### src/rtl/branch_predict_ctrl.sv
// Dynamic branch-direction controller: 2-bit counter table lookup in ID,
// resolution in EX, PC redirect/flush generation and branch statistics.
module branch_predict_ctrl #(
    parameter int unsigned INDEX_BITS = 4,
    parameter int unsigned STAT_W     = 16
) (
    input  logic              clk,
    input  logic              reset,
    input  logic              stall,
    input  logic              id_branch,
    input  logic [31:0]       id_pc,
    input  logic [31:0]       id_target,
    output logic              id_pred_taken,
    input  logic              ex_branch,
    input  logic [31:0]       ex_pc,
    input  logic              ex_pred_taken,
    input  logic              ex_pcsrc,
    input  logic [31:0]       ex_target,
    output logic              redirect,
    output logic [31:0]       redirect_pc,
    output logic              flush_ifid,
    output logic              flush_idex,
    output logic [STAT_W-1:0] branch_cnt,
    output logic [STAT_W-1:0] mispred_cnt
);

    localparam int unsigned ENTRIES = 1 << INDEX_BITS;

    logic [1:0]            cnt_tab_q [ENTRIES];
    logic [1:0]            cnt_tab_d [ENTRIES];
    logic [STAT_W-1:0]     branch_cnt_q, branch_cnt_d;
    logic [STAT_W-1:0]     mispred_cnt_q, mispred_cnt_d;

    logic [INDEX_BITS-1:0] id_idx;
    logic [INDEX_BITS-1:0] ex_idx;
    logic                  id_hit;
    logic                  mispredict;
    logic                  resolve;

    assign id_idx     = id_pc[INDEX_BITS+1:2];
    assign ex_idx     = ex_pc[INDEX_BITS+1:2];
    assign id_hit     = id_branch & cnt_tab_q[id_idx][1];
    assign mispredict = ex_branch & (ex_pcsrc != ex_pred_taken);
    assign resolve    = ex_branch & ~stall;

    // EX mispredict outranks the ID prediction and ignores stall.
    always_comb begin
        id_pred_taken = 1'b0;
        redirect      = 1'b0;
        redirect_pc   = '0;
        flush_ifid    = 1'b0;
        flush_idex    = 1'b0;
        if (!reset) begin
            id_pred_taken = id_hit;
            if (mispredict) begin
                redirect    = 1'b1;
                redirect_pc = ex_pcsrc ? ex_target : ex_pc + 32'd4;
                flush_ifid  = 1'b1;
                flush_idex  = 1'b1;
            end else if (!stall && id_hit) begin
                redirect    = 1'b1;
                redirect_pc = id_target;
                flush_ifid  = 1'b1;
            end
        end
    end

    always_comb begin
        cnt_tab_d     = cnt_tab_q;
        branch_cnt_d  = branch_cnt_q;
        mispred_cnt_d = mispred_cnt_q;
        if (resolve) begin
            if (ex_pcsrc) begin
                if (cnt_tab_q[ex_idx] != 2'b11)
                    cnt_tab_d[ex_idx] = cnt_tab_q[ex_idx] + 2'b01;
            end else begin
                if (cnt_tab_q[ex_idx] != 2'b00)
                    cnt_tab_d[ex_idx] = cnt_tab_q[ex_idx] - 2'b01;
            end
            if (branch_cnt_q != '1)
                branch_cnt_d = branch_cnt_q + 1'b1;
            if (mispredict && mispred_cnt_q != '1)
                mispred_cnt_d = mispred_cnt_q + 1'b1;
        end
    end

    always_ff @(posedge clk) begin
        if (reset) begin
            for (int unsigned i = 0; i < ENTRIES; i++)
                cnt_tab_q[i] <= 2'b01;
            branch_cnt_q  <= '0;
            mispred_cnt_q <= '0;
        end else begin
            cnt_tab_q     <= cnt_tab_d;
            branch_cnt_q  <= branch_cnt_d;
            mispred_cnt_q <= mispred_cnt_d;
        end
    end

    assign branch_cnt  = branch_cnt_q;
    assign mispred_cnt = mispred_cnt_q;

endmodule

### config.mk
export PLATFORM = sky130hd
export DESIGN_NAME = branch_predict_ctrl
export DESIGN_NICKNAME = d
export VERILOG_FILES = /design/src/rtl/branch_predict_ctrl.sv
export SDC_FILE = /design/constraint.sdc
export NUM_CORES = 1
export LEC_CHECK = 0
export BUFFER_PORTS_ARGS = -buffer_cell sky130_fd_sc_hd__buf_2
export CORE_MARGIN = 2
export CORE_UTILIZATION = 30
export CTS_BUF_LIST = sky130_fd_sc_hd__clkbuf_4
export CTS_CLUSTER_DIAMETER = 50
export DETAILED_ROUTE_END_ITERATION = 6
export PLACE_DENSITY_LB_ADDON = 0.08
export RECOVER_POWER = 50
export SYNTH_ARGS = -nofsm -noshare
export SYNTH_HDL_FRONTEND = slang
export SYNTH_SLANG_ARGS = --single-unit
### constraint.sdc
create_clock -name clk -period 9.5 [get_ports clk]
set_input_delay 0.95 -clock clk [delete_from_list [all_inputs] [get_ports clk]]
set_output_delay 0.95 -clock clk [all_outputs]
set_load 0.05 [all_outputs]
==> impl_table.tex <==
\begin{tabular}{lr}
\hline
Metric & Value \\
\hline
\multicolumn{2}{l}{\textbf{Run status}} \\
Status & finished with violations \\
Violations in the final reports & capacitance limit, slew limit \\
\multicolumn{2}{l}{\textbf{Synth}} \\
Count of flip-flops with a built-in enable after synthesis & 0 \\
Mean area per synthesized cell & roughly 7.9 um\^{}2 \\
Yosys reg bits & 64 \\
Most common cell in the netlist & sky130\_fd\_sc\_hd\_\_nor2\_1 \\
Predominant post-synthesis flop cell & sky130\_fd\_sc\_hd\_\_dfxtp\_1 \\
Distinct cell type count of the synthesized netlist & 56 \\
Asr flop ratio synth & 0\% \\
Post-synth top area share & about 27\% \\
Most area-hungry cell type in the Yosys netlist & sky130\_fd\_sc\_hd\_\_dfxtp\_1 \\
Number of warning messages in the yosys log & 0 \\
Sequential area share after synthesis & 27.2\% \\
Post-synthesis cell count & about 600 \\
Dominant cells by area after synthesis & sky130\_fd\_sc\_hd\_\_dfxtp\_1, sky130\_fd\_sc\_hd\_\_nor2\_1, sky130\_fd\_sc\_hd\_\_mux4\_2 \\
Netlist area before placement & around 0.0047 mm\^{}2 \\
Commonest cells in the netlist & sky130\_fd\_sc\_hd\_\_nor2\_1, sky130\_fd\_sc\_hd\_\_dfxtp\_1, sky130\_fd\_sc\_hd\_\_nand2\_1 \\
Number of nets produced by synthesis & 736 \\
\multicolumn{2}{l}{\textbf{Die}} \\
Initial standard-cell utilization of the core & a little under a third \\
Die area & around 0.017 mm\^{}2 \\
Vertical extent of the die & about 130 um \\
Number of I/O pins & 203 \\
Rows & 45 \\
Core region area & 0.0153 mm\^{}2 \\
Overall die width & $\sim$130 um \\
\multicolumn{2}{l}{\textbf{Drt}} \\
ANT nets after route & 0 \\
Final routed wirelength across all metal layers & between 15000 and 20000 um \\
Drt initial violations & 169 \\
Amount of wire on met3 after detailed routing & 846 um \\
Via density per instance & roughly 5.2 \\
DR WL/cell & approximately 16 um \\
Total vias in the final route & 4980 \\
Detailed route wirelength on metal2 & approximately 7300 um \\
Post-route DRC violation count & 0 \\
Number of iterations in the first detailed-routing pass & 5 \\
Met1 routed wirelength after detailed routing & 6930 um \\
Top layer reached by signal wires & met4 \\
\multicolumn{2}{l}{\textbf{Critical path}} \\
Capturing element type of the critical path & primary output \\
Startpoint Class & input port \\
Worst setup endpoint & redirect\_pc[29] \\
Worst path depth & 7 \\
Worst setup slack for register-to-register paths & approximately 6.3 ns \\
Data arrival time of the worst path & around 4.6 ns \\
Required time at the worst-slack endpoint & about 8.6 ns \\
Dominant delay contributor by cell family on the critical path & buffers and inverters \\
Number of cells traversed by the worst register-to-register path & 7 \\
Critical Path Max Stage Delay & roughly 1.4 ns \\
CP startpoint & ex\_pcsrc \\
Count of buffering cells on the critical path with inverters included & 3 \\
Crit-path slowest cell & sky130\_fd\_sc\_hd\_\_clkbuf\_1 \\
Peak fanout along the critical path & 41 \\
Cell chain of the critical path & clkbuf\_1, clkinv\_1, and3\_1, nand2b\_1, mux2\_2, a31oi\_1, buf\_2 \\
Classification of the worst setup path & input port to primary output \\
\multicolumn{2}{l}{\textbf{Final layout}} \\
Core occupancy in the finished layout & between 30\% and 40\% \\
Final std cells w/o fill & 961 \\
Area growth from synthesis to final layout & 22.3\% \\
Number of nets in the layout & approximately 900 \\
Antenna cell count & 0 \\
Fraction of final layout cells sized beyond drive strength 1 & a little under a quarter \\
Cell area after layout & 0.00575 mm\^{}2 \\
\multicolumn{2}{l}{\textbf{GRT}} \\
Global-route congestion overflow total & 0 \\
Number of antenna violations at the first check in global routing & 0 \\
Number of global-route vias before repair & $\sim$4600 \\
Global-route wire length before repair & approximately 24000 um \\
Global router's overall resource usage & roughly 18\% \\
Largest net degree at the start of global routing & between 60 and 70 \\
\multicolumn{2}{l}{\textbf{CTS}} \\
Setup Fix Bufs, Post-CTS & 0 \\
TritonCTS clock tree & done \\
CTS Root Cell & sky130\_fd\_sc\_hd\_\_clkbuf\_4 \\
CTS Hold Bufs & 0 \\
CTS H-tree lvls & 3 \\
Maximum clock path buffer count & 2 \\
Num CTS Buffers & 9 \\
Worst-Skew Late Latency & 0.41 ns \\
CTS clock-pin slew for the worst setup and hold paths & around 0.10 ns \\
CTS sink count & 64 \\
Post-cts gate resize count & 0 \\
\multicolumn{2}{l}{\textbf{Worst hold path}} \\
Cells on Worst Hold Path & 1 \\
Worst min-delay path class & flip-flop to flip-flop \\
\multicolumn{2}{l}{\textbf{STA}} \\
Finish-stage setup viols & 0 \\
Worst max-slew margin expressed relative to the limit & -31.0\% \\
Max-slew violation count & 42 \\
Actual slew at the worst max-slew pin & 1.96 ns \\
Clock skew after layout & approximately 0.015 ns \\
Final clock period utilization by the worst path & slightly below 60\% \\
Total Neg Setup Slack & 0 ns \\
Fmax & around 180 MHz \\
Minimum period implied by the final worst setup slack & 5.56 ns \\
Setup repair after global routing missed its margin & false \\
Hold violation total from the final report & 0 \\
\multicolumn{2}{l}{\textbf{Power}} \\
Post-layout total power & between 0.5 and 0.6 mW \\
Highest ir drop seen on vdd & $\sim$65 uV \\
Power density of the placed cells & slightly below 100 mW/mm\^{}2 \\
Reported leakage power & roughly 2.3 nW \\
\multicolumn{2}{l}{\textbf{Place}} \\
Routability cong. & about 0.83 \\
Post-detailed-placement cell area & about 0.0057 mm\^{}2 \\
Placed wire-length estimate after detailed placement & roughly 12000 um \\
Post-Place Cells & between 900 and 1000 \\
Number of port buffers & 174 \\
\multicolumn{2}{l}{\textbf{Flow run}} \\
Max-cap violations & 1 \\
\hline
\end{tabular}
layer usage:
metal / global-route usage (%) / vias to the layer above
li1: - / 2472
met1: 22.9 / 2336
met2: 30.4 / 149
met3: 3.10 / 23
met4: 5.88 / 0
met5: 0 / -
area by class of cell:
class | instances | area (um^2)
inverter | 30 | 113
tap | 211 | 264
timing repair buffer | 176 | 842
fill | 1663 | 9510
sequential | 64 | 1280
clock inverter | 5 | 25.0
multi-input combinational | 465 | 3150
clock buffer | 10 | 75.1
kinds of logic after synthesis:
family                   Yosys count  synth area share (%)
AO/OA/AOI/OAI                    122                  18.4
flip-flops                        64                  27.2
buffers and inverters             64                  5.77
XOR/XNOR                          36                  6.70
multiplexers                      41                  12.0
AND/OR/NAND/NOR                  258                  27.7
adder cells (fa/ha/maj)            8                  2.13
layout by cell type (no fill, tap or decap), types with 8 or more instances in the layout:
| cell | netlist | layout |
|---|---|---|
| sky130_fd_sc_hd__and3_1 | 9 | 9 |
| sky130_fd_sc_hd__o22ai_1 | 10 | 10 |
| sky130_fd_sc_hd__dfxtp_1 | 64 | 64 |
| sky130_fd_sc_hd__mux4_2 | 12 | 12 |
| sky130_fd_sc_hd__nand4_1 | 13 | 13 |
| sky130_fd_sc_hd__clkbuf_4 | 0 | 10 |
| sky130_fd_sc_hd__nor3_1 | 15 | 15 |
| sky130_fd_sc_hd__inv_1 | 28 | 28 |
| sky130_fd_sc_hd__o21ai_0 | 25 | 25 |
| sky130_fd_sc_hd__buf_2 | 7 | 139 |
| sky130_fd_sc_hd__ha_1 | 8 | 8 |
| sky130_fd_sc_hd__clkbuf_1 | 23 | 35 |
| sky130_fd_sc_hd__nand3_1 | 25 | 25 |
| sky130_fd_sc_hd__nand2_1 | 59 | 59 |
| sky130_fd_sc_hd__a211o_1 | 17 | 17 |
| sky130_fd_sc_hd__a31oi_1 | 10 | 10 |
| sky130_fd_sc_hd__mux2i_1 | 25 | 25 |
| sky130_fd_sc_hd__nor2_1 | 75 | 75 |
| sky130_fd_sc_hd__a21oi_1 | 15 | 15 |
| sky130_fd_sc_hd__nor4_1 | 13 | 13 |
| sky130_fd_sc_hd__xnor2_1 | 17 | 17 |
| sky130_fd_sc_hd__xor2_1 | 19 | 19 |
| sky130_fd_sc_hd__nor2b_1 | 8 | 8 |
report_power, final:
group,internal [mW],switching [mW],leakage (nW),total (mW)
Sequential,0.271,0.00195,0.517,0.273
Clock,0.0528,0.0993,0.0571,0.152
Combinational,0.0467,0.0933,1.77,0.140
Total,0.370,0.195,2.34,0.565
worst reg2reg max path, delay by kind of cell, from the launching register on:
kind / cells / cell delay, ns
AO/OA/AOI/OAI: 1 / 0.34
adder cells (fa/ha/maj): 1 / 0.21
flip-flops: 1 / 0.33
multiplexers: 3 / 1.40
AND/OR/NAND/NOR: 2 / 0.78
through the flow:
stage               worst slack, ns  hold WS, ns
floorplan                      5.31        0.430
global placement               4.82        0.441
detailed placement             4.74        0.450
CTS                            4.72        0.476
global route                   3.55        0.490
finish                         3.94        0.469
worst min-delay path by stage:
stage / startpoint / end / slack (ns)
final: flip-flop / flip-flop / 0.47
after global routing: flip-flop / flip-flop / 0.49
after CTS: flip-flop / flip-flop / 0.48
after detailed placement: flip-flop / flip-flop / 0.45
after global placement: flip-flop / flip-flop / 0.44
after floorplan: flip-flop / flip-flop / 0.43
Note: power is estimated with default switching activity, not from simulation.
